## src/rtl/prog_loader.sv

```systemverilog
// prog_loader: length-prefixed byte stream to 32-bit little-endian memory words, holding the core in reset while loading.
// Optional trailing checksum byte enabled by PROG_LOADER_CHECKSUM_EN.
module prog_loader #(
  parameter int          ADDR_W    = 8,
  parameter int unsigned BASE_ADDR = 0
) (
  input  logic              clk,
  input  logic              reset,
  input  logic              in_valid,
  input  logic [7:0]        in_data,
  output logic              in_ready,
  output logic              mem_we,
  output logic [ADDR_W-1:0] mem_addr,
  output logic [31:0]       mem_wdata,
  output logic              cpu_hold,
  output logic              done,
  output logic              error,
  output logic [15:0]       words_loaded
);
  typedef enum logic [2:0] {
    S_CNT_LO, S_CNT_HI, S_DATA,
`ifdef PROG_LOADER_CHECKSUM_EN
    S_CHK,
`endif
    S_FLUSH, S_DONE
  } state_t;
`ifdef PROG_LOADER_CHECKSUM_EN
  localparam state_t S_TAIL = S_CHK;
`else
  localparam state_t S_TAIL = S_FLUSH;
`endif
  localparam logic [ADDR_W-1:0] L_BASE = ADDR_W'(BASE_ADDR);
  state_t            r_state, w_next;
  logic [15:0]       r_cnt, r_words;
  logic [23:0]       r_asm;
  logic [1:0]        r_bidx;
  logic              r_mem_we;
  logic [ADDR_W-1:0] r_mem_addr;
  logic [31:0]       r_mem_wdata;
  logic              w_acc, w_last_byte, w_last_word;
`ifdef PROG_LOADER_CHECKSUM_EN
  logic [7:0]        r_sum;
  logic              r_error;
  assign error = r_error;
`else
  assign error = 1'b0;
`endif
  assign in_ready     = (r_state != S_FLUSH) && (r_state != S_DONE);
  assign w_acc        = in_valid && in_ready;
  assign w_last_byte  = r_bidx == 2'd3;
  assign w_last_word  = (r_words + 16'd1) == r_cnt;
  assign done         = r_state == S_DONE;
  assign cpu_hold     = !done || error;
  assign mem_we       = r_mem_we;
  assign mem_addr     = r_mem_addr;
  assign mem_wdata    = r_mem_wdata;
  assign words_loaded = r_words;
  always_ff @(posedge clk or posedge reset)
    if (reset) r_state <= S_CNT_LO;
    else r_state <= w_next;
  always_comb begin
    w_next = r_state;
    case (r_state)
      S_CNT_LO: w_next = w_acc ? S_CNT_HI : r_state;
      S_CNT_HI: w_next = !w_acc ? r_state : ({in_data, r_cnt[7:0]} == 16'd0) ? S_TAIL : S_DATA;
      S_DATA:   w_next = (w_acc && w_last_byte && w_last_word) ? S_TAIL : r_state;
`ifdef PROG_LOADER_CHECKSUM_EN
      S_CHK:    w_next = w_acc ? S_FLUSH : r_state;
`endif
      S_FLUSH:  w_next = S_DONE;
      default:  w_next = r_state;
    endcase
  end
  always_ff @(posedge clk or posedge reset)
    if (reset) begin
      r_cnt       <= '0;
      r_words     <= '0;
      r_asm       <= '0;
      r_bidx      <= '0;
      r_mem_we    <= 1'b0;
      r_mem_addr  <= L_BASE;
      r_mem_wdata <= '0;
`ifdef PROG_LOADER_CHECKSUM_EN
      r_sum       <= '0;
      r_error     <= 1'b0;
`endif
    end else begin
      r_mem_we <= 1'b0;
      if (w_acc && r_state == S_CNT_LO) r_cnt[7:0] <= in_data;
      if (w_acc && r_state == S_CNT_HI) r_cnt[15:8] <= in_data;
      if (w_acc && r_state == S_DATA) begin
        r_bidx <= r_bidx + 2'd1;
        r_asm  <= {in_data, r_asm[23:8]};
`ifdef PROG_LOADER_CHECKSUM_EN
        r_sum  <= r_sum + in_data;
`endif
        if (w_last_byte) begin
          r_mem_we    <= 1'b1;
          r_mem_wdata <= {in_data, r_asm};
          r_mem_addr  <= L_BASE + ADDR_W'({r_words, 2'b00});
          r_words     <= r_words + 16'd1;
        end
      end
`ifdef PROG_LOADER_CHECKSUM_EN
      if (w_acc && r_state == S_CHK) r_error <= in_data != r_sum;
`endif
    end
endmodule

```

## config.mk

```make
export PLATFORM = sky130hd
export DESIGN_NAME = prog_loader
export DESIGN_NICKNAME = d
export VERILOG_FILES = /design/src/rtl/prog_loader.sv
export SDC_FILE = /design/constraint.sdc
export NUM_CORES = 1
export LEC_CHECK = 0
export BUFFER_PORTS_ARGS = -buffer_cell sky130_fd_sc_hd__buf_2
export CORE_UTILIZATION = 45
export DETAILED_ROUTE_END_ITERATION = 10
export PLACE_DENSITY = 0.72
export REMOVE_ABC_BUFFERS = 1
export SYNTH_ARGS = -nofsm -noshare
export SYNTH_HDL_FRONTEND = slang
export SYNTH_SLANG_ARGS = --single-unit
```

## constraint.sdc

```tcl
create_clock -name clk -period 2.8 [get_ports clk]
set_input_delay 0.14 -clock clk [delete_from_list [all_inputs] [get_ports clk]]
set_output_delay 0.14 -clock clk [all_outputs]
set_load 0.05 [all_outputs]
```

==> run_results.csv <==
group,metric,value,unit
setup_path,crit_required,3.07,ns
setup_path,crit_type,"register to register",
logic_synthesis,synth-compound-area-share,3.61,%
finish,layout.nets,430,
drt,drt_iter0_drc,120,
setup_path,critical-path-top-delay-family,"simple AND/OR/NAND/NOR gates",
logic_synthesis,yosys.area.top_type,"dfrtp_1",
setup_path,startpoint_type,"register",
setup_path,crit_fanout,7,
logic_synthesis,ys_seq_area_share,55.5,%
logic_synthesis,synthAdderAreaFrac,0.555,%
placed_design,gp_congestion,0.866,
sta,rsz0062_at_grt,"no",
logic_synthesis,synth_mux_area_share,20.9,%
drt,vias,2928,
logic_synthesis,netlist_area,4510,µm²
logic_synthesis,synth.distinct_cells,44,
drt,ant_nets,0,
setup_path,end_kind,"register",
floorplanning,num_rows,36,
clock_tree,clkTransAtPathRegs,0.10,ns
floorplanning,io_pins,72,
power,vdd_drop_max,302,µV
sta,min_period,2.31,ns
drt,drt-pass1-iter-count,4,
outcome,status,"finished clean",
sta,drv_slew,0,
clock_tree,cts_root_buf,"clkbuf_8",
logic_synthesis,synth-simple-area-share,10.3,%
setup_path,critPathBufInv,0,
placed_design,placed_cell_area,4980,µm²
global_route,grtUsageTotal,19.2,%
global_route,use_met2,30.6,%
clock_tree,cts_max_path_buffers,2,
floorplanning,die-width,102,µm
logic_synthesis,synth_warnings,0,
sta,finalClockSkew,0.00937,ns
sta,finalCritPeriodShare,82.7,%
power,total_power,3.66,mW
power,pwr_density_cell,705,nW/µm²
logic_synthesis,netlist_instances,349,
drt,wl,9150,µm
placed_design,port-buffer-count,68,
drt,drc,0,
clock_tree,cts_buffers,9,
floorplanning,die-area,10400,µm²
global_route,grt.busiest_layer,"met2",
sta,fmax,0.432,GHz
sta,slew_headroom,44.2,%
finish,fin_cells,555,
finish,nFillCells,859,
sta,setup_ws,0.485,ns
floorplanning,die_h,102,µm
sta,hold_ws,0.0682,ns
global_route,grt_start_max_net_pins,71,
setup_path,critPathMaxStageDelay,0.47,ns
hold_path,hold_class,"input port to register",
setup_path,slowest_stage,"dfrtp_1",
setup_path,rrSetupSlack,0.49,ns
finish,area_delta_synth_final,15.1,%
floorplanning,coreArea,9730,µm²
power,total_leakage_power,2.61,nW
global_route,grt_pass1_wl,15000,µm
finish,postLayoutCoreUtil,53.4,%
placed_design,dp_slack,0.490,ns
logic_synthesis,synth_top_cell_area_share,55.5,%
drt,wire_per_inst,16.5,µm
logic_synthesis,synth_top_family_by_area,"multiplexers",
sta,fin_tns_setup,0,ns
sta,worst_slew_pin_slew,0.837,ns
placed_design,placed_cells,538,
global_route,grtUsageMet3,3.76,%
clock_tree,clock_latency,0.37,ns
setup_path,path_cells,"ha_1 -> nand3_1 -> nor3_2 -> a21oi_1 -> a311oi_1 -> nand4_1 -> o41ai_2",
clock_tree,cts_tree,"built",
global_route,grt-ovfl-total,0,
logic_synthesis,ys_top_cells_by_area,"dfrtp_1 55%, mux2_2 18%, xnor2_1 3.7%",
logic_synthesis,synth_xor_area_share,6.60,%
finish,antennaDiodeCount,0,
setup_path,crit_arrival,2.59,ns
logic_synthesis,ys_ff_latch,100,
logic_synthesis,post_synth.cell_area_avg,12.9,µm²
global_route,antenna_found_initial,0,
clock_tree,cts.sinks,100,
sta,final_hold_viol_count,0,
finish,finalInstanceArea,5190,µm²
placed_design,dpl.hpwl,6510,µm
floorplanning,start_util,46.3,%
clock_tree,h-tree-depth,3,
global_route,grt_pass1_vias,2901,
flow_run,maxCapViolCount,0,
drt,via_per_inst,5.28,
sta,setup_viol,0,
finish,regArea,2500,µm²
global_route,use_met1,26.8,%
finish,drive_above_1_share,40.8,%
finish,multi_input_area,1900,µm²
clock_tree,ctsResizeCount,0,
-- power by group --
part | internal, mW | total (mW) | switching, mW
registers | 1.70 | 1.97 | 0.267
clock network | 0.420 | 0.945 | 0.525
logic | 0.362 | 0.744 | 0.383
-- cell usage in the layout (no fill, tap or decap), types with 3 or more instances in the layout --
cell	count
nand2_1	15
nor4_1	5
mux2i_1	4
nor2b_1	8
xor2_1	15
nor4_2	3
nand3_1	9
o21ai_0	6
dfrtp_1	100
nor3_1	3
buf_2	68
mux2_1	9
nand2b_1	4
xnor2_1	19
conb_1	3
inv_1	3
nor2_1	17
buf_4	4
nand4_1	4
clkbuf_8	9
a21oi_1	5
mux2_2	71
-- cells by family after synthesis --
| family | count (synthesis) |
|---|---|
| flops | 100 |
| mux | 84 |
| simple gates | 80 |
| xor+xnor | 34 |
| compound gates | 24 |
| buf+inv | 24 |
| fa+ha+maj | 2 |
| other cells | 1 |
-- cell usage after synthesis, drive strengths merged --
cell	n
dfrtp	100
mux2	80
xnor2	19
nor2	18
nand2	16
xor2	15
buf	11
nand3	10
clkbuf	8
nor2b	8
nor4	8
o21ai	7
a21oi	5
inv	5
nand4	5
nor3	5
mux2i	4
nand2b	4
a21o	2
a311oi	2
a31oi	2
and3	2
ha	2
nor3b	2
a221oi	1
a22oi	1
a2bb2oi	1
and4	1
conb	1
nor4bb	1
o2111ai	1
o211ai	1
o41ai	1
-- flip-flops by register name, summed over array words and instances, names as in the netlist --
signal / count
mem_addr: 6
mem_wdata: 32
r_state: 3
mem_we: 1
words_loaded: 16
r_asm: 24
r_cnt: 16
r_bidx: 2
-- final timing paths --
kind	from	endpoint	cells past startpoint
min	in_data[6]	mem_wdata[30]$_DFFE_PP0P_	2
max	words_loaded[0]$_DFFE_PP0P_	r_state[0]$_DFFE_PP0P_	7
max reg2reg	words_loaded[0]$_DFFE_PP0P_	r_state[0]$_DFFE_PP0P_	7
max in group asynchronous	reset	mem_addr[5]$_DFFE_PP0P_	4
min in group asynchronous	reset	r_asm[4]$_DFFE_PP0P_	3
min reg2reg	mem_wdata[26]$_DFFE_PP0P_	mem_wdata[26]$_DFFE_PP0P_	1
-- metal layers --
layer / vias up / wire, µm
li1: 1365 / -
met1: 1490 / 4280
met2: 66 / 4400
met3: 7 / 352
met4: 0 / 108
met5: - / 0
-- final cells by class --
cell class / instances / area share, %
sequential: 100 / 48.2
multi-input combinational: 227 / 36.7
timing repair buffer: 74 / 7.71
tap: 133 / 3.20
clock buffer: 9 / 2.39
clock inverter: 7 / 1.45
inverter: 5 / 0.410
-- worst reg2reg max path: stages (launching register included) --
cell and delay, ns:
dfrtp_1 0.47, ha_1 0.28, nand3_1 0.30, nor3_2 0.36, a21oi_1 0.12, a311oi_1 0.32
nand4_1 0.16, o41ai_2 0.20
-- repair_timing --
| item | CTS | global route |
|---|---|---|
| endpoints found under the setup margin | 0 | 0 |
| buffers inserted | 0 | 0 |
| endpoints found under the hold margin | 68 | 0 |
| hold buffers | 1 | 0 |
Note: power is estimated with default switching activity, not from simulation.
